## config.mk

```make
export PLATFORM = sky130hd
export DESIGN_NAME = rmsnorm_seq_ctrl
export DESIGN_NICKNAME = d
export VERILOG_FILES = /design/src/rtl/rmsnorm_pkg.sv /design/src/rtl/rmsnorm_addr_gen.sv /design/src/rtl/rmsnorm_seq_ctrl.sv
export SDC_FILE = /design/constraint.sdc
export NUM_CORES = 1
export LEC_CHECK = 0
export ABC_AREA = 1
export BUFFER_PORTS_ARGS = -buffer_cell sky130_fd_sc_hd__buf_2
export CORE_ASPECT_RATIO = 0.8
export CORE_MARGIN = 2
export CORE_UTILIZATION = 55
export CTS_CLUSTER_SIZE = 30
export DETAILED_ROUTE_END_ITERATION = 6
export PLACE_DENSITY = 0.82
export SYNTH_ARGS = -nofsm -noshare
export SYNTH_HDL_FRONTEND = slang
export SYNTH_SLANG_ARGS = --single-unit
```

## constraint.sdc

```tcl
create_clock -name clk -period 1.99 [get_ports clk]
set_input_delay 0.0995 -clock clk [delete_from_list [all_inputs] [get_ports clk]]
set_output_delay 0.0995 -clock clk [all_outputs]
set_load 0.005 [all_outputs]
```

## src/rtl/rmsnorm_pkg.sv

```systemverilog
`default_nettype none
// ============================================================================
// Module   : rmsnorm_pkg
// Purpose  : Shared FSM state encoding and buffer read latency for the
//            RMSNorm sequencing controller.
// Revision : 1.0
// ============================================================================
package rmsnorm_pkg;

  typedef enum logic [2:0] {
    ST_IDLE  = 3'd0,
    ST_ACCUM = 3'd1,
    ST_DRAIN = 3'd2,
    ST_RSQRT = 3'd3,
    ST_NORM  = 3'd4,
    ST_DONE  = 3'd5
  } rmsnorm_state_e;

  // Buffer read data trails rd_en by this many cycles.
  localparam int RMSNORM_RD_LAT = 1;

endpackage
`default_nettype wire

```

## src/rtl/rmsnorm_addr_gen.sv

```systemverilog
`default_nettype none
// ============================================================================
// Module   : rmsnorm_addr_gen
// Purpose  : Base/length latch, element index and wrapping read address,
//            shared by both read passes (restart rewinds to the base).
// Revision : 1.0
// ============================================================================
module rmsnorm_addr_gen #(
  parameter int ADDR_W = 10
) (
  input  logic              clk,
  input  logic              rst_n,
  input  logic              load,
  input  logic              restart,
  input  logic              advance,
  input  logic [ADDR_W-1:0] base_in,
  input  logic [ADDR_W:0]   len_in,
  output logic [ADDR_W-1:0] addr,
  output logic              more,
  output logic              last
);

  localparam logic [ADDR_W:0]   c_cnt_one  = (ADDR_W+1)'(1);
  localparam logic [ADDR_W-1:0] c_addr_one = ADDR_W'(1);

  logic [ADDR_W-1:0] r_base;
  logic [ADDR_W-1:0] r_addr;
  logic [ADDR_W:0]   r_len;
  logic [ADDR_W:0]   r_idx;

  always_ff @(posedge clk or negedge rst_n) begin
    if (!rst_n) begin
      r_base <= '0;
      r_len  <= '0;
      r_addr <= '0;
      r_idx  <= '0;
    end else if (load) begin
      r_base <= base_in;
      r_len  <= len_in;
      r_addr <= base_in;
      r_idx  <= '0;
    end else if (restart) begin
      r_addr <= r_base;
      r_idx  <= '0;
    end else if (advance) begin
      // ADDR_W-bit increment wraps the address modulo the buffer size
      r_addr <= r_addr + c_addr_one;
      r_idx  <= r_idx + c_cnt_one;
    end
  end

  assign addr = r_addr;
  assign more = (r_idx != r_len);
  assign last = ((r_idx + c_cnt_one) == r_len);

endmodule
`default_nettype wire

```

## src/rtl/rmsnorm_seq_ctrl.sv

```systemverilog
`default_nettype none
// ============================================================================
// Module   : rmsnorm_seq_ctrl
// Purpose  : Two-pass RMSNorm sequencer: accumulate pass, rsqrt handshake,
//            back-pressured scale pass. Optional RMSNORM_CTRL_PERF_EN builds
//            a saturating per-job cycle counter on perf_cycles.
// Revision : 1.0
// ============================================================================
module rmsnorm_seq_ctrl #(
  parameter int ADDR_W = 10
) (
  input  logic              clk,
  input  logic              rst_n,
  input  logic              start,
  input  logic [ADDR_W-1:0] base,
  input  logic [ADDR_W:0]   len,
  output logic              busy,
  output logic              done,
  output logic              rd_en,
  output logic [ADDR_W-1:0] rd_addr,
  output logic              acc_clr,
  output logic              acc_en,
  output logic              rsqrt_req,
  input  logic              rsqrt_ack,
  output logic              norm_valid,
  input  logic              norm_ready,
  output logic [31:0]       perf_cycles
);

  import rmsnorm_pkg::*;

  rmsnorm_state_e r_state;
  rmsnorm_state_e w_state_nxt;

  logic r_busy, r_done, r_rd_en_p1, r_acc_clr, r_rsqrt_req, r_norm_valid;
  logic w_busy_nxt, w_done_nxt, w_rd_p1_nxt, w_acc_clr_nxt, w_req_nxt;
  logic w_load, w_restart, w_advance;
  logic w_more, w_last, w_norm_rd, w_norm_hs;
  logic [ADDR_W-1:0] w_addr;

  logic [RMSNORM_RD_LAT-1:0] r_acc_pipe;
  logic [RMSNORM_RD_LAT:0]   w_acc_shift;

  rmsnorm_addr_gen #(.ADDR_W(ADDR_W)) u_addr_gen (
    .clk     (clk),
    .rst_n   (rst_n),
    .load    (w_load),
    .restart (w_restart),
    .advance (w_advance),
    .base_in (base),
    .len_in  (len),
    .addr    (w_addr),
    .more    (w_more),
    .last    (w_last)
  );

  // Scale-pass reads are gated by norm_ready in the same cycle so a stalled
  // element is never overwritten at the buffer output.
  assign w_norm_rd = (r_state == ST_NORM) && w_more && (!r_norm_valid || norm_ready);
  assign w_norm_hs = r_norm_valid && norm_ready;

  always_comb begin
    w_state_nxt   = r_state;
    w_busy_nxt    = 1'b1;
    w_done_nxt    = 1'b0;
    w_rd_p1_nxt   = 1'b0;
    w_acc_clr_nxt = 1'b0;
    w_req_nxt     = 1'b0;
    w_load        = 1'b0;
    w_restart     = 1'b0;
    w_advance     = 1'b0;
    unique case (r_state)
      ST_IDLE: begin
        w_busy_nxt = 1'b0;
        if (start) begin
          w_load     = 1'b1;
          w_busy_nxt = 1'b1;
          if (len != '0) begin
            w_state_nxt   = ST_ACCUM;
            w_rd_p1_nxt   = 1'b1;
            w_acc_clr_nxt = 1'b1;
          end else begin
            w_state_nxt = ST_DONE;
            w_done_nxt  = 1'b1;
          end
        end
      end
      ST_ACCUM: begin
        w_advance = 1'b1;
        if (w_last) w_state_nxt = ST_DRAIN;
        else        w_rd_p1_nxt = 1'b1;
      end
      ST_DRAIN: begin
        w_state_nxt = ST_RSQRT;
        w_req_nxt   = 1'b1;
      end
      ST_RSQRT: begin
        if (rsqrt_ack) begin
          w_state_nxt = ST_NORM;
          w_restart   = 1'b1;
        end else begin
          w_req_nxt = 1'b1;
        end
      end
      ST_NORM: begin
        w_advance = w_norm_rd;
        // With no reads left, the element on the output is the final one
        if (w_norm_hs && !w_more) begin
          w_state_nxt = ST_DONE;
          w_done_nxt  = 1'b1;
        end
      end
      ST_DONE: begin
        w_state_nxt = ST_IDLE;
        w_busy_nxt  = 1'b0;
      end
      default: begin
        w_state_nxt = ST_IDLE;
        w_busy_nxt  = 1'b0;
      end
    endcase
  end

  assign w_acc_shift = {r_acc_pipe, r_rd_en_p1};

  always_ff @(posedge clk or negedge rst_n) begin
    if (!rst_n) begin
      r_state      <= ST_IDLE;
      r_busy       <= 1'b0;
      r_done       <= 1'b0;
      r_rd_en_p1   <= 1'b0;
      r_acc_clr    <= 1'b0;
      r_rsqrt_req  <= 1'b0;
      r_norm_valid <= 1'b0;
      r_acc_pipe   <= '0;
    end else begin
      r_state     <= w_state_nxt;
      r_busy      <= w_busy_nxt;
      r_done      <= w_done_nxt;
      r_rd_en_p1  <= w_rd_p1_nxt;
      r_acc_clr   <= w_acc_clr_nxt;
      r_rsqrt_req <= w_req_nxt;
      r_acc_pipe  <= w_acc_shift[RMSNORM_RD_LAT-1:0];
      if (r_state != ST_NORM) r_norm_valid <= 1'b0;
      else if (w_norm_rd)     r_norm_valid <= 1'b1;
      else if (norm_ready)    r_norm_valid <= 1'b0;
    end
  end

  assign busy       = r_busy;
  assign done       = r_done;
  assign rd_en      = r_rd_en_p1 | w_norm_rd;
  assign rd_addr    = w_addr;
  assign acc_clr    = r_acc_clr;
  assign acc_en     = r_acc_pipe[RMSNORM_RD_LAT-1];
  assign rsqrt_req  = r_rsqrt_req;
  assign norm_valid = r_norm_valid;

`ifdef RMSNORM_CTRL_PERF_EN
  logic [31:0] r_perf;

  always_ff @(posedge clk or negedge rst_n) begin
    if (!rst_n) begin
      r_perf <= '0;
    end else if ((r_state == ST_IDLE) && start) begin
      r_perf <= '0;
    end else if ((r_state != ST_IDLE) && (r_perf != '1)) begin
      r_perf <= r_perf + 32'd1;
    end
  end

  assign perf_cycles = r_perf;
`else
  assign perf_cycles = 32'd0;
`endif

endmodule
`default_nettype wire
```

==> results of run 1 <==
critical path, cell delays in order (launching register included):
cell and delay (ns):
dfrtp_2 0.47, xnor2_2 0.22, nand2_1 0.09, nor2_2 0.14, and3_1 0.20, nor2_2 0.06
nand2_4 0.12, nand2_1 0.07, buf_2 0.12
how the worst min path moves through the flow:
stage	from	end	slack (ns)	depth (start not counted)
final	len[2]	u_addr_gen.r_len[2]$_DFFE_PN0P_	0.006	3
after global routing	len[2]	u_addr_gen.r_len[2]$_DFFE_PN0P_	0.02	3
after CTS	len[8]	u_addr_gen.r_len[8]$_DFFE_PN0P_	0.003	3
after detailed placement	rst_n	acc_en$_DFF_PN0_	0.25	2
after global placement	rst_n	acc_en$_DFF_PN0_	0.25	2
after floorplan	rst_n	acc_clr$_DFF_PN0_	-0.20	0
repair_timing:
item	4_1_cts	5_1_grt
hold buffers	2	1
resized for setup	0	16
buffers inserted	0	2
setup endpoints to repair	0	20
hold endpoints to repair	53	1
where the power goes:
group | internal (µW) | switching [µW]
sequential | 1470 | 374
combinational | 920 | 1440
clock | 284 | 350
total | 2670 | 2170
stage by stage:
| stage | hold WS [ns] | cell area (µm²) | worst slack, ns | utilization (%) |
|---|---|---|---|---|
| final | 0.00565 | 3720 | 0.0988 | 62.9 |
| after global routing | 0.0154 | 3720 | 0.00128 | 62.9 |
| after CTS | 0.00345 | 3650 | 0.0143 | 61.7 |
| after detailed placement | 0.254 | 3530 | 0.0787 | 59.8 |
| after global placement | 0.253 | 3530 | 0.123 | 59.8 |
| after floorplan | -0.196 | 3470 | 0.379 | - |
registers in the layout, summed over array words and instances, names as in the netlist:
signal,flops
acc_clr,1
acc_en,1
busy,1
done,1
norm_valid,1
r_rd_en_p1,1
r_state,3
rsqrt_req,1
u_addr_gen.addr,10
u_addr_gen.r_base,10
u_addr_gen.r_idx,11
u_addr_gen.r_len,11
cells by family (layout without fill, tap and decap cells):
kind of cell,count (synthesis),after routing,share of synthesized area [%]
buffers and inverters,95,115,15.5
adder cells (fa/ha/maj),2,2,0.747
flip-flops,52,52,38.8
other,1,32,0.112
AO/OA/AOI/OAI,41,41,6.35
XOR/XNOR,22,22,5.98
AND/OR/NAND/NOR,258,258,32.5
per-layer routing:
metal / part of all wire, % / wire length [µm]
met2: 46 / 3410
met5: 0 / 0
met3: 4.0 / 296
met4: 0.68 / 51
met1: 50 / 3720
placed cells by master, fill, tap and decap left out, drive strengths merged, types with 3 or more instances in the layout:
master / n
a21oi: 5
buf: 57
clkbuf: 7
conb: 32
dfrtp: 52
dlygate4sd3: 3
inv: 47
nand2: 170
nand3: 41
nand4: 4
nor2: 34
nor3: 6
o21ai: 33
xnor2: 12
xor2: 10
area by class of cell:
type                       count  area, µm²
inverter                      47        176
tap                           81        101
timing repair buffer          60        353
clock inverter                 1       7.51
multi-input combinational    355       1680
clock buffer                   7       86.3
fill                         556       2200
sequential                    52       1310
==> results_dict.tcl, run 1 <==
set metrics [dict create \
    crit_required_ns 1.89 \
    r2r_start "u_addr_gen.r_idx[0]$_DFFE_PN0P_" \
    min_path_type "in2reg" \
    hpwl_um 5560 \
    grt_max_degree 53 \
    clockRootBuffer "clkbuf_8" \
    drv_cap 0 \
    core_area_um2 5910 \
    cp_max_fo 9 \
    startpoint "u_addr_gen.r_idx[6]$_DFFE_PN0P_" \
    antenna_found_initial 0 \
    cp-end-kind "primary output" \
    peakVddDrop_mv 0.847 \
    crit_path_end "rd_en" \
    setup_violations 0 \
    reg2regPathDepth 14 \
    status "complete, no violations" \
    place_inst 590 \
    yosys-top-cells-count "nand2_1 (164), dfrtp_1 (52), inv_1 (42)" \
    wl_per_cell_um 12.4 \
    use_met2_pct 36.3 \
    yosys.area.top_type "dfrtp_1" \
    ys_ff_latch 52 \
    grt.total_usage_pct 22.5 \
    die-area_um2 6730 \
    cts_tree "done" \
    yosysMostFrequentCell "nand2_1" \
    fin_crit_ns 1.89 \
    p_per_area_nw_per_um2 1300 \
    drv_slew 0 \
    io_pins 75 \
    synthArstFlopShare_pct 100 \
    grt_setup_unrepaired "false" \
    grt_pass1_wl_um 12000 \
    max_freq_mhz 529 \
    p_leak_uw 0.00205 \
    cts_inserted_buffers 5 \
    yosys_warnings 0 \
    clk_latency_ns 0.31 \
    drive_gt1_share_pct 18.4 \
    postRouteWirelength_um 7480 \
    diodes 0 \
    skew_ns 0.0142 \
    syn-cell-area_um2 3350 \
    synthFlopType "dfrtp_1" \
    crit_type "reg2out" \
    slew_headroom_pct 56.0 \
    h-tree-depth 2 \
    hold_violations 0 \
    reg2reg_slack_ns 0.12 \
    initial_utilization_pct 56.7 \
    io_buffers 42 \
    fin_cells 603 \
    drcViolationCount 0 \
    syn-instance-count 471 \
    die_w_um 91.3 \
    tns_ns 0 \
    startpoint_type "flip-flop" \
    finalWeightedCongestion 0.861 \
    syn_avg_cell_area_um2 7.11 \
    power.total_uw 4840 \
    via_count 2899 \
    clk_pin_slew_ns 0.10 \
    worst_pin_slew_ns 0.660 \
    syn_to_final_growth_pct 10.9 \
    num_rows 25 \
    yosysSeqAreaShare_pct 38.8 \
    synth_edf_count 0 \
    cp.arrival_ns 1.79 \
    overflow 0 \
    reg2reg_to "r_state[0]$_DFFE_PN0P_" \
    top_usage_layer "met2" \
    grtUsageMet3_pct 3.18 \
    fin_nets 549 \
    avgViaCountPerCell 4.81 \
    use_met1_pct 32.4 \
    first_pass_iters 4 \
    synth_cell_types 30 \
    die_y_um 73.8 \
    first_global_vias 2569 \
    dr.first_iter.drc_count 153 \
    ant_nets 0 \
    synth.top_cells.by_area "dfrtp_1 (39%), nand2_1 (18%), buf_4 (8.3%)" \
    timing.final.crit_share_pct 95.0 \
    clockBufferDepth 2 \
    synth_top_area_share_pct 38.8 \
    cts.sinks 52 \
]
Power figures use the tool's default switching activity.
==> run 2, diff against run 1 <==
--- a/config.mk
+++ b/config.mk
@@ -9,10 +9,11 @@
 export BUFFER_PORTS_ARGS = -buffer_cell sky130_fd_sc_hd__buf_2
 export CORE_ASPECT_RATIO = 0.8
 export CORE_MARGIN = 2
-export CORE_UTILIZATION = 55
+export CORE_UTILIZATION = 56
+export CTS_BUF_LIST = sky130_fd_sc_hd__clkbuf_4 sky130_fd_sc_hd__clkbuf_8
 export CTS_CLUSTER_SIZE = 30
 export DETAILED_ROUTE_END_ITERATION = 6
-export PLACE_DENSITY = 0.82
+export PLACE_DENSITY = 0.83
 export SYNTH_ARGS = -nofsm -noshare
 export SYNTH_HDL_FRONTEND = slang
 export SYNTH_SLANG_ARGS = --single-unit
==> run 2 against run 1 <==
Clock-buffer cell count is the same. First-iteration DRC count up 26%. Final area shrank 0.30%. Critical endpoint unchanged. Largest cell class unchanged.
==> results_dict.tcl, run 2 (same netlist as run 1, synthesis figures left out) <==
set metrics [dict create \
    io_buffers 42 \
    wl_per_cell_um 12.5 \
    startpoint_type "flip-flop" \
    top_usage_layer "met2" \
    drv_cap 0 \
    first_global_vias 2674 \
    cts_tree "done" \
    reg_top3 "u_addr_gen.r_idx (11), u_addr_gen.r_len (11)" \
    layout_setup_ws_ns 0.0766 \
    drive_gt1_share_pct 17.9 \
    hpwl_um 5470 \
    diodes 0 \
    setup_violations 0 \
    ant_nets 0 \
    grtUsageMet3_pct 3.82 \
    status "complete, no violations" \
    cp.arrival_ns 1.81 \
    crit_type "reg2out" \
    clockBufferDepth 2 \
    fin_crit_ns 1.91 \
    fin_nets 547 \
    layout_common_cells "nand2_1 (163), dfrtp_1 (49), inv_1 (42), buf_2 (42), nand3_1 (41)" \
    worst_pin_slew_ns 0.637 \
    crit_required_ns 1.89 \
    finalWeightedCongestion 0.987 \
    n_fill_cell 539 \
    num_rows 25 \
    grt_pass1_wl_um 12300 \
    clk_latency_ns 0.31 \
    skew_ns 0.0101 \
    place_ws_ns 0.135 \
    io_pins 75 \
    syn_to_final_growth_pct 10.6 \
    cts.sinks 52 \
    die_w_um 90.5 \
    h-tree-depth 2 \
    postRouteWirelength_um 7490 \
    core_area_um2 5850 \
    dr.first_iter.drc_count 193 \
    die-area_um2 6620 \
    timing.final.crit_share_pct 96.1 \
    grt_max_degree 33 \
    fin_util_pct 63.3 \
    initial_utilization_pct 57.3 \
    cts_inserted_buffers 5 \
    die_y_um 73.2 \
    place_inst 591 \
    drcViolationCount 0 \
    antenna_found_initial 0 \
    min_path_type "in2reg" \
    slew_headroom_pct 57.6 \
    hold_violations 0 \
    power.total_uw 4860 \
    first_pass_iters 5 \
    clockRootBuffer "clkbuf_8" \
    p_leak_uw 0.00206 \
    p_per_area_nw_per_um2 1310 \
    grt_setup_unrepaired "true" \
    use_met1_pct 33.8 \
    final_common_cell "nand2_1" \
    via_count 2969 \
    grt.total_usage_pct 23.4 \
    max_freq_mhz 523 \
    use_met2_pct 36.7 \
    avgViaCountPerCell 4.94 \
    cp_max_fo 8 \
    clk_pin_slew_ns 0.10 \
    hold_ws_ns 0.00511 \
    overflow 0 \
    drv_slew 0 \
    cp-end-kind "primary output" \
    fin_cells 601 \
    peakVddDrop_mv 0.618 \
]
run 2: cell types whose count changed in the layout (fill, tap and decap cells not counted), sizes merged:
cell	change
dlygate4sd3	-2
run 2: stage by stage:
step	instance area (µm²)	setup TNS, ns
finish	3700	0
global route	3700	-0.0431
CTS	3650	0
detailed placement	3540	0
global placement	3540	0
floorplan	3470	0
run 2: where the power goes:
part,internal [µW],total (µW),switching [µW]
logic,924,2400,1470
registers,1460,1830,361
clock network,297,640,344
total,2690,4860,2180
run 2: cell type report:
class	instances	area, µm²	share of cell area (%)
clock inverter	1	7.51	0.203
inverter	47	176	4.76
multi-input combinational	355	1680	45.5
sequential	52	1310	35.2
clock buffer	7	90.1	2.43
tap	81	101	2.74
timing repair buffer	58	340	9.19
run 2: worst paths after layout:
| check | start | to | slack [ns] | depth (start not counted) |
|---|---|---|---|---|
| setup reg to reg | u_addr_gen.r_idx[0]$_DFFE_PN0P_ | r_state[0]$_DFFE_PN0P_ | 0.18 | 14 |
| min in group asynchronous | rst_n | acc_en$_DFF_PN0_ | 0.34 | 2 |
| hold / removal | base[7] | u_addr_gen.r_base[7]$_DFFE_PN0P_ | 0.005 | 3 |
| max in group asynchronous | rst_n | u_addr_gen.r_idx[4]$_DFFE_PN0P_ | 1.01 | 3 |
| setup / recovery | u_addr_gen.r_idx[5]$_DFFE_PN0P_ | rd_en | 0.08 | 8 |
| hold reg to reg | r_rd_en_p1$_DFF_PN0_ | acc_en$_DFF_PN0_ | 0.38 | 0 |
run 2: critical path: stages, from the launching register on:
cell and delay [ns]:
dfrtp_1 0.48, xnor2_2 0.20, nand2_1 0.09, nor2_2 0.16, and3_1 0.21, nor2_2 0.06
nand2_4 0.12, nand2_1 0.06, buf_2 0.12
run 2: timing repair:
action                                 CTS  global route
endpoints found under the hold margin   26             0
setup buffers                            0             1
hold buffers                             1             0
gates resized for setup                  0            15
setup endpoints to repair                0            19
run 2: layer usage:
| metal | vias to the layer above | part of all wire [%] | wire, µm |
|---|---|---|---|
| met2 | 118 | 44 | 3280 |
| met1 | 1342 | 49 | 3670 |
| met5 | - | 0 | 0 |
| met4 | 0 | 1.4 | 103 |
| met3 | 10 | 5.9 | 442 |
| li1 | 1499 | - | - |
